File: config.mk
export PLATFORM = sky130hd
export DESIGN_NAME = angle_quadrant_reducer_flat
export DESIGN_NICKNAME = d
export VERILOG_FILES = /design/src/rtl/trig_pkg.sv /design/src/rtl/angle_quadrant_reducer_if.sv /design/src/rtl/angle_mod360_unit.sv /design/src/rtl/angle_quadrant_reducer.sv /design/src/flat_wrapper.sv
export SDC_FILE = /design/constraint.sdc
export NUM_CORES = 1
export LEC_CHECK = 0
export BUFFER_PORTS_ARGS = -buffer_cell sky130_fd_sc_hd__buf_2
export CAP_MARGIN = 20
export CORE_MARGIN = 2
export CORE_UTILIZATION = 65
export DETAILED_ROUTE_END_ITERATION = 16
export PLACE_DENSITY = 0.9
export SYNTH_ARGS = -nofsm -noshare
export SYNTH_HDL_FRONTEND = slang
export SYNTH_HIERARCHICAL = 1
export SYNTH_SLANG_ARGS = --single-unit
File: constraint.sdc
create_clock -name clk -period 5.5 [get_ports clk]
set_input_delay 0.275 -clock clk [delete_from_list [all_inputs] [get_ports clk]]
set_output_delay 0.275 -clock clk [all_outputs]
set_load 0.01 [all_outputs]
File: src/rtl/trig_pkg.sv
// Shared constants, enums and the quadrant-fold helper for the angle front-end.
// Contents:
//   ANGLE_* constants : 90/180/270/360 degree reference points
//   DATA_WIDTH_DEF    : default width of the LUT reference-angle index
//   quadrant_t        : Q1..Q4 encoded 0..3
//   state_t           : reducer FSM states
//   fold_t            : quadrant plus 9-bit reference angle
//   quadrant_fold()   : maps a normalised angle 0..359 to (quadrant, reference angle)
package trig_pkg;

  localparam int unsigned ANGLE_90  = 90;
  localparam int unsigned ANGLE_180 = 180;
  localparam int unsigned ANGLE_270 = 270;
  localparam int unsigned ANGLE_360 = 360;

  localparam int DATA_WIDTH_DEF = 8;

  typedef enum logic [1:0] {
    Q1 = 2'd0,
    Q2 = 2'd1,
    Q3 = 2'd2,
    Q4 = 2'd3
  } quadrant_t;

  typedef enum logic [1:0] {
    ST_IDLE,
    ST_REDUCE,
    ST_FOLD,
    ST_DONE
  } state_t;

  typedef struct packed {
    quadrant_t  q;
    logic [8:0] idx;
  } fold_t;

  // Boundary angles 90/180/270 belong to the lower quadrant, so the reference
  // index reaches 90 at 90 and 270, and 0 at 180.
  function automatic fold_t quadrant_fold(input logic [8:0] r);
    fold_t f;
    if (r <= 9'(ANGLE_90)) begin
      f.q   = Q1;
      f.idx = r;
    end else if (r <= 9'(ANGLE_180)) begin
      f.q   = Q2;
      f.idx = 9'(ANGLE_180) - r;
    end else if (r <= 9'(ANGLE_270)) begin
      f.q   = Q3;
      f.idx = r - 9'(ANGLE_180);
    end else begin
      f.q   = Q4;
      f.idx = 9'(ANGLE_360) - r;
    end
    return f;
  endfunction

endpackage

File: src/rtl/angle_quadrant_reducer_if.sv
// Handshake bundle for angle_quadrant_reducer.
// Signals:
//   in_valid/in_ready/angle_in              : angle request (two's complement degrees)
//   out_valid/out_ready                     : result handshake (out_valid drives the LUT enable)
//   quadrant/angle_idx/angle_norm           : result fields
// Modports: master = producer/consumer side, slave = the reducer.
interface angle_quadrant_reducer_if #(
  parameter int ANGLE_W    = 16,
  parameter int DATA_WIDTH = trig_pkg::DATA_WIDTH_DEF
);
  logic                  in_valid;
  logic                  in_ready;
  logic [ANGLE_W-1:0]    angle_in;
  logic                  out_valid;
  logic                  out_ready;
  logic [1:0]            quadrant;
  logic [DATA_WIDTH-1:0] angle_idx;
  logic [8:0]            angle_norm;

  modport master (
    output in_valid, angle_in, out_ready,
    input  in_ready, out_valid, quadrant, angle_idx, angle_norm
  );

  modport slave (
    input  in_valid, angle_in, out_ready,
    output in_ready, out_valid, quadrant, angle_idx, angle_norm
  );
endinterface

File: src/rtl/angle_mod360_unit.sv
// Iterative restoring mod-360 reducer: one conditional subtraction per step.
// Ports:
//   clk, reset_n : clock, synchronous active-low reset
//   load         : capture load_val into rem and restart at k = STEPS-1
//   load_val     : unsigned magnitude to reduce
//   step         : perform the step for the current k, then decrement k
//   last         : current k is 0 (the step taken now is the final one)
//   rem_out      : low 9 bits of the remainder (0..359 once reduction completes)
module angle_mod360_unit
  import trig_pkg::*;
#(
  parameter int ANGLE_W = 16,
  parameter int STEPS   = ANGLE_W - 8
) (
  input  logic               clk,
  input  logic               reset_n,
  input  logic               load,
  input  logic [ANGLE_W-1:0] load_val,
  input  logic               step,
  output logic               last,
  output logic [8:0]         rem_out
);

  localparam int KW = (STEPS > 1) ? $clog2(STEPS) : 1;

  logic [ANGLE_W-1:0] rem_q;
  logic [KW-1:0]      k_q;
  logic [ANGLE_W:0]   sub_val;

  // One extra bit so 360<<k never wraps when compared against rem.
  assign sub_val = (ANGLE_W + 1)'(ANGLE_360) << k_q;

  always_ff @(posedge clk) begin
    if (!reset_n) begin
      rem_q <= '0;
      k_q   <= '0;
    end else if (load) begin
      rem_q <= load_val;
      k_q   <= KW'(STEPS - 1);
    end else if (step) begin
      if ({1'b0, rem_q} >= sub_val)
        rem_q <= rem_q - sub_val[ANGLE_W-1:0];
      if (k_q != '0)
        k_q <= k_q - KW'(1);
    end
  end

  assign last    = (k_q == '0);
  assign rem_out = rem_q[8:0];

endmodule

File: src/rtl/angle_quadrant_reducer.sv
// Reduces a signed angle modulo 360 and folds it into quadrant + reference angle
// for the trig LUT stages.
// Ports:
//   clk     : clock, rising edge
//   reset_n : synchronous active-low reset
//   bus     : angle_quadrant_reducer_if.slave
//             (in_valid/in_ready/angle_in, out_valid/out_ready, quadrant, angle_idx, angle_norm)
// Latency: STEPS+1 cycles from accept to out_valid; one angle per STEPS+3 cycles.
module angle_quadrant_reducer
  import trig_pkg::*;
#(
  parameter int ANGLE_W    = 16,
  parameter int DATA_WIDTH = DATA_WIDTH_DEF,
  parameter int STEPS      = ANGLE_W - 8
) (
  input  logic                        clk,
  input  logic                        reset_n,
  angle_quadrant_reducer_if.slave     bus
);

  state_t             state_q, state_d;
  logic               load, step, last;
  logic               neg_q;
  logic [ANGLE_W-1:0] mag;
  logic [8:0]         rem9, r_fold;
  fold_t              fold;

  // |angle_in| as unsigned; the most negative value maps to 2^(ANGLE_W-1).
  assign mag = bus.angle_in[ANGLE_W-1] ? (~bus.angle_in + 1'b1) : bus.angle_in;

  angle_mod360_unit #(
    .ANGLE_W (ANGLE_W),
    .STEPS   (STEPS)
  ) u_mod (
    .clk      (clk),
    .reset_n  (reset_n),
    .load     (load),
    .load_val (mag),
    .step     (step),
    .last     (last),
    .rem_out  (rem9)
  );

  always_comb begin
    state_d = state_q;
    load    = 1'b0;
    step    = 1'b0;
    case (state_q)
      ST_IDLE: begin
        if (bus.in_valid) begin
          load    = 1'b1;
          state_d = ST_REDUCE;
        end
      end
      ST_REDUCE: begin
        step = 1'b1;
        if (last)
          state_d = ST_FOLD;
      end
      ST_FOLD: state_d = ST_DONE;
      ST_DONE: begin
        if (bus.out_ready)
          state_d = ST_IDLE;
      end
      default: state_d = ST_IDLE;
    endcase
  end

  always_ff @(posedge clk) begin
    if (!reset_n)
      state_q <= ST_IDLE;
    else
      state_q <= state_d;
  end

  always_ff @(posedge clk) begin
    if (!reset_n)
      neg_q <= 1'b0;
    else if (load)
      neg_q <= bus.angle_in[ANGLE_W-1];
  end

  // Negative input: reflect the positive remainder; -0 and multiples of -360 stay 0.
  assign r_fold = (neg_q && rem9 != '0) ? (9'(ANGLE_360) - rem9) : rem9;
  assign fold   = quadrant_fold(r_fold);

  always_ff @(posedge clk) begin
    if (!reset_n) begin
      bus.quadrant   <= '0;
      bus.angle_idx  <= '0;
      bus.angle_norm <= '0;
    end else if (state_q == ST_FOLD) begin
      bus.quadrant   <= fold.q;
      bus.angle_idx  <= DATA_WIDTH'(fold.idx);
      bus.angle_norm <= r_fold;
    end
  end

  // out_valid is exactly "in DONE": set by the FOLD->DONE edge, cleared by the
  // out_ready edge that returns to IDLE, and 0 after reset.
  assign bus.in_ready  = (state_q == ST_IDLE);
  assign bus.out_valid = (state_q == ST_DONE);

endmodule

File: src/flat_wrapper.sv
// flat-port wrapper written by rule: the top's interface ports become plain ports
module angle_quadrant_reducer_flat import trig_pkg::*;
#(
  parameter int ANGLE_W    = 16,
  parameter int DATA_WIDTH = DATA_WIDTH_DEF,
  parameter int STEPS      = ANGLE_W - 8
)
  (clk, reset_n, bus_in_valid, bus_angle_in, bus_out_ready, bus_in_ready, bus_out_valid, bus_quadrant, bus_angle_idx, bus_angle_norm);
  angle_quadrant_reducer_if #(.ANGLE_W(ANGLE_W), .DATA_WIDTH(DATA_WIDTH)) bus_i ();
  input  logic clk;
  input  logic reset_n;
  input wire logic [$bits(bus_i.in_valid)-1:0] bus_in_valid;
  input wire logic [$bits(bus_i.angle_in)-1:0] bus_angle_in;
  input wire logic [$bits(bus_i.out_ready)-1:0] bus_out_ready;
  output wire logic [$bits(bus_i.in_ready)-1:0] bus_in_ready;
  output wire logic [$bits(bus_i.out_valid)-1:0] bus_out_valid;
  output wire logic [$bits(bus_i.quadrant)-1:0] bus_quadrant;
  output wire logic [$bits(bus_i.angle_idx)-1:0] bus_angle_idx;
  output wire logic [$bits(bus_i.angle_norm)-1:0] bus_angle_norm;
  assign bus_i.in_valid = bus_in_valid;
  assign bus_i.angle_in = bus_angle_in;
  assign bus_i.out_ready = bus_out_ready;
  assign bus_in_ready = bus_i.in_ready;
  assign bus_out_valid = bus_i.out_valid;
  assign bus_quadrant = bus_i.quadrant;
  assign bus_angle_idx = bus_i.angle_idx;
  assign bus_angle_norm = bus_i.angle_norm;
  angle_quadrant_reducer #(.ANGLE_W(ANGLE_W), .DATA_WIDTH(DATA_WIDTH), .STEPS(STEPS)) u_core (.clk(clk), .reset_n(reset_n), .bus(bus_i));
endmodule
-- Word level (Yosys, flattened, before mapping)
Index checks and enable logic that the tools add are counted.
- register bits after elaboration: 41
- input bits: 20
- output and inout port bits: 21
- logic and storage cells: 55
- $add $sub $neg: 7
- order comparisons: 4
- eq/ne operators: 6
- shifts and indexed selects: 1
- muxes and demuxes: 18
- bitwise operators: 1
- reductions and logical operators: 11
- operators by type and width (kind ; number):
    $mux W16 ; 4
    $mux W11 ; 2
    $sub A9 B9 Y9 const A ; 2
    $ge A16 B17 Y1 ; 1
    $shl A9 B3 Y17 const A ; 1
    $add A16 B1 Y16 const B ; 1
    $not A16 Y16 ; 1
    $sub A16 B16 Y16 ; 1
    $mux W10 ; 1
    $le A9 B7 Y1 const B ; 1
    $le A9 B8 Y1 const B ; 1
    $le A9 B9 Y1 const B ; 1
    $mux W3 ; 3
    $mux W9 ; 1
    $reduce_bool A9 Y1 ; 1
    $sub A8 B9 Y9 const A ; 1
    $sub A9 B8 Y9 const B ; 1
    $pmux W2 S4 ; 1
    $mux W2 ; 3
    $reduce_bool A2 Y1 ; 3
    $eq A2 B2 Y1 const B ; 2
    $ne A2 B2 Y1 const B ; 2
    $reduce_and A2 Y1 ; 2
    $logic_not A3 Y1 ; 1
    8 further kinds ; 10

-- Longest topological paths before layout
- depth in word-level cells: 7
- depth in mapped cells: 14
- depth with buffers taken out: 13

-- Cells and area by module
The synthesis kept the hierarchy.
- by module, submodules not included (module ; instances ; cells an instance ; area each (um2) ; sequential area each (um2)):
    angle_quadrant_reducer ; 1 ; 248 ; 2068.2 ; 420.4
    angle_mod360_unit ; 1 ; 203 ; 1725.4 ; 380.4

-- Worst setup path before layout
OpenSTA, ideal clock, no wires.
- kind: register to register
- start point: register u_core.u_mod.rem_q[1]
- end point: register u_core.bus.angle_idx[6]
- library setup time: 0.130 ns
- data arrival time: 2.813 ns
- required time: 5.370 ns
- slack: 2.557 ns
- cell stages (with the launch flop): 14
- buffers on the path: 1
- clock period less this slack: 2.943 ns
- cells stage by stage: dfxtp_1 > buf_4 > inv_1 > ha_1 > nor4b_4 > a21oi_1 > a21o_1 > ha_1 > nor4_1 > nor4_1 > o31a_1 > o211a_4 > a2111oi_0 > a21oi_1
- cells in the longest elaborated chain, start to end: 7
- elaborated cells on any way between the ends: 13
- those cells by class: add/sub (4); order compare (3); mux (4); reduce/logical (2)
- ends and longest elaborated chain (what ; line ; RTL):
    start, declared ; angle_mod360_unit.sv:26 ; logic [ANGLE_W-1:0] rem_q;
    start signal, assigned ; angle_mod360_unit.sv:38 ; rem_q <= load_val;
    start signal, assigned ; angle_mod360_unit.sv:42 ; rem_q <= rem_q - sub_val[ANGLE_W-1:0];
    branches (longest 2 deep; another with $sub A9 B9 Y9) ; - ;
    $mux W9 * ; angle_quadrant_reducer.sv:84 ; assign r_fold = (neg_q && rem9 != '0) ? (9'(ANGLE_360) - rem9) : rem9;
    $sub A9 B9 Y9 (tied with other cells) ; trig_pkg.sv:52 ; f.idx = 9'(ANGLE_360) - r;
    $mux W10 ; trig_pkg.sv:47 ; end else if (r <= 9'(ANGLE_270)) begin
    $mux W11 ; trig_pkg.sv:44 ; end else if (r <= 9'(ANGLE_180)) begin
    $mux W11 * ; trig_pkg.sv:41 ; if (r <= 9'(ANGLE_90)) begin
    end signal, assigned ; angle_quadrant_reducer.sv:94 ; bus.angle_idx <= DATA_WIDTH'(fold.idx);
    end, declared ; angle_quadrant_reducer_if.sv:27 ; output in_ready, out_valid, quadrant, angle_idx, angle_norm
Every way passes the cells marked *.
A chain may end at the register's enable or synchronous reset.

-- Worst setup path after layout
- start point: register u_core.u_mod.rem_q[0]
- end point: register u_core.bus.angle_idx[3]
Same word-level chain as after synthesis.

==> metrics.md <==
| Metric | Value |
|---|---|
| Syn Nets | 501 |
| Fmax | 0.289 GHz |
| Mapped Cells | 451 |
| Share of flip-flops with an asynchronous set or reset | 0% |
| Syn. warnings | 6 |
| CTS sink count | 40 |
| Place WS | 2190 ps |
| FF-to-FF End | u_core/bus.angle_idx[3] |
| Drt drc | 0 |
| Initial Util | 68.1% |
| # rows | 27 |
| # Max-Cap Violations | 0 |
| Post-synth EDFFs | 0 |
| Antenna violations before repair | 0 |
| Endpoints failing setup | 0 |
| Io pins | 41 |
| Share of post-route cells with drive strength above 1 | 16.8% |
| Pleak | 1.70 nW |
| Synth Register Bits | 40 |
| Root buf cell | clkbuf_8 |
| Post-CTS sizing | 0 |
| Critical Path Start Type | flip-flop |
| Predominant post-synthesis flop cell | dfxtp_1 |
| Global route overflow | 0 |
| Worst-Skew Late Latency | 300 ps |
| Hold crit path type | in2reg |
| Post-DP HPWL | 6.66 mm |
| Initial DRT Pass Iterations | 5 |
| Final RePlAce weighted congestion | 0.997 |
| Vias in the first global route | 3,157 |
| Vias post-DR | 3,459 |
| Total track usage | 28.8% |
| Cell area after synthesis | 0.00379 mm² |
| Worst-path maximum fanout | 9 |
| Setup slack, reg-to-reg | 2040 ps |
| Worst Skew | 6.15 ps |
| Area leader, netlist | dfxtp_1 |
| Fillcell total | 440 |
| Pwr per Cell Area | 600 mW/mm² |
| Largest net degree at the start of global routing | 47 |
| Start of the worst register-to-register path | u_core/u_mod/rem_q[0] |
| First-pass GRT wire length | 15.0 mm |
| Register area share after synthesis | 21.1% |
| Final hold viol count | 0 |
| Die Ht | 80.4 µm |
| DR vias/cell | 6.44 |
| Final Routed Wirelength | 8.90 mm |
| Min-Delay Path Depth | 3 |
| TritonCTS buffer count | 5 |
| Share of power burned in registers | 20.5% |
| Die ar. | 0.00646 mm² |
| Ant diodes | 0 |
| TritonCTS clock tree | yes |
| Setup slack after layout | 2040 ps |
| CP Class | reg2reg |
| RSZ-0062 raised after global routing | false |
| Library cells used by synthesis | 75 |
| Most common cell after layout, fill and taps aside | nand2_1 |
| Clock share of power | 10.6% |
| Commonest non-fill, non-tap cells in the layout | 50 x nand2_1, 40 x buf_2, 40 x dfxtp_1 |
| CTS clk-pin slew, worst paths | 90 ps |
| Cell count of the worst reg-to-reg path | 13 |
| # port buffers | 40 |
| Setup TNS | 0 ps |
| Area contributors post-synth | dfxtp_1 21%, ha_1 9.9%, nand2_1 4.9% |
| Antenna-violating nets left | 0 |
| Final Max Slew Viols | 0 |
| Final worst-path cycle share | 62.8% |
| Final period demand of the worst path | 3460 ps |
| WL/cell | 16.6 µm |
| Top-area cell type share of the netlist area | 21.1% |
| Tightest Pin Transition | 848 ps |
| Maximum clock path buffer count | 2 |
| Endpoint, Worst Hold | u_core/u_mod/rem_q[0] |
| Hold Startpoint | bus_angle_in[0] |
| Syn avg cell area | 8.41 µm² |
| Net Sw Frac | 49.7% |
| NetSw | 0.00118 W |
| Worst EP required | 5740 ps |
| Hold buffer count at cts | 0 |
| Worst Hold Slack | 331 ps |
| Layout Nets | 514 |
| Arr. time, crit path | 3700 ps |
| Core ar. | 0.00557 mm² |
| Buffers inserted by post-CTS timing repair | 0 |
| CTS H-tree depth | 2 |
| Area grow syn2layout | 4.39% |
| Share of power burned in combinational logic | 68.9% |
| VDD IR-drop max | 518 µV |
| Internal power | 0.00120 W |
| Status | finished clean |
| Critical Path End Type | flip-flop |
| First DRT Iteration DRCs | 310 |
| Die X | 80.4 µm |
| Worst slew margin | 41.9% |
## flip-flops by register name (all words and copies together) (netlist names)
signal,flops
u_core/bus.quadrant,2
u_core/bus.angle_norm,8
u_core/bus.angle_idx,8
u_core/neg_q,1
u_core/u_mod/k_q,3
u_core/u_mod/rem_q,16
u_core/state_q,2
## per-layer routing
metal | vias to the layer above | share of wire [%] | track usage (%)
li1 | 1691 | - | -
met1 | 1660 | 47 | 40.3
met2 | 97 | 47 | 47.3
met3 | 11 | 4.5 | 2.92
met4 | 0 | 1.2 | 6.95
met5 | - | 0 | 0
## cells in the mapped netlist (4+ instances only)
master,n
or4_1,4
buf_2,5
buf_6,9
ha_1,30
o211ai_1,8
clkbuf_1,9
a211oi_1,6
o211ai_2,5
o21a_1,9
xnor2_1,21
o211a_1,16
nor3_1,12
mux2i_1,13
dfxtp_1,40
nand3_1,13
o31ai_1,10
a21oi_1,21
xor2_1,7
nand2_1,50
and2_1,4
nor4_1,6
o21ai_0,19
nor2_1,12
inv_1,19
nor2b_1,13
buf_4,11
nand2b_1,4
## stage by stage
stage          power, W  utilization (%)  instance area, µm²  std cells
4_1_cts         0.00235             71.0                3960        537
3_3_place_gp    0.00205             69.0                3840        529
5_1_grt         0.00257             71.0                3960        537
6_report        0.00238             71.0                3960        537
3_5_place_dp    0.00209             69.0                3840        529
2_1_floorplan   0.00187                -                3790        451
## area by class of cell
type	instances	area, µm²	share of cell area (%)
clock buffers	5	68.8	1.74
clock inverters	3	46.3	1.17
inverters	21	78.8	1.99
multi-input cells	355	2670	67.4
flip-flops and latches	40	801	20.2
well taps	72	90.1	2.27
repair buffers	41	208	5.24
## worst max-delay path by stage
stage | start | to | slack [ps] | cells past startpoint
after floorplan | u_core/u_mod/rem_q[1] | u_core/bus.angle_idx[6] | 2560 | 13
after global placement | u_core/u_mod/rem_q[0] | u_core/bus.angle_idx[3] | 2210 | 13
after detailed placement | u_core/u_mod/rem_q[0] | u_core/bus.angle_idx[6] | 2190 | 12
after CTS | u_core/u_mod/rem_q[0] | u_core/bus.angle_idx[3] | 2160 | 13
after global routing | u_core/u_mod/rem_q[0] | u_core/bus.angle_idx[1] | 1850 | 13
final | u_core/u_mod/rem_q[0] | u_core/bus.angle_idx[3] | 2040 | 13
## cell families after synthesis
| logic type | count (synthesis) | synth area share, % |
|---|---|---|
| AND/OR/NAND/NOR | 142 | 20.3 |
| AO/OA/AOI/OAI | 138 | 28.9 |
| buffers and inverters | 56 | 8.58 |
| flip-flops | 40 | 21.1 |
| adder cells (fa/ha/maj) | 30 | 9.89 |
| XOR/XNOR | 29 | 6.89 |
| multiplexers | 16 | 4.39 |
## worst max-delay path, cell delays in order (launching register included)
cell	delay [ps]
dfxtp_1	410
inv_1	150
ha_1	240
nor4b_4	400
a21oi_1	160
a21o_1	220
ha_1	230
nor4_1	310
nor4_1	100
o31a_1	270
o211a_4	270
a311oi_1	260
o211a_1	200
o221a_1	180
## power by group through the flow
| stage | Combinational (W) | Sequential (W) | Clock, W |
|---|---|---|---|
| floorplan | 0.00143 | 0.000442 | 0 |
| global route | 0.00181 | 0.000500 | 0.000265 |
| finish | 0.00164 | 0.000486 | 0.000252 |
| global placement | 0.00156 | 0.000486 | 0 |
| CTS | 0.00161 | 0.000485 | 0.000254 |
| detailed placement | 0.00160 | 0.000491 | 0 |
Note: power is estimated with default switching activity, not from simulation.
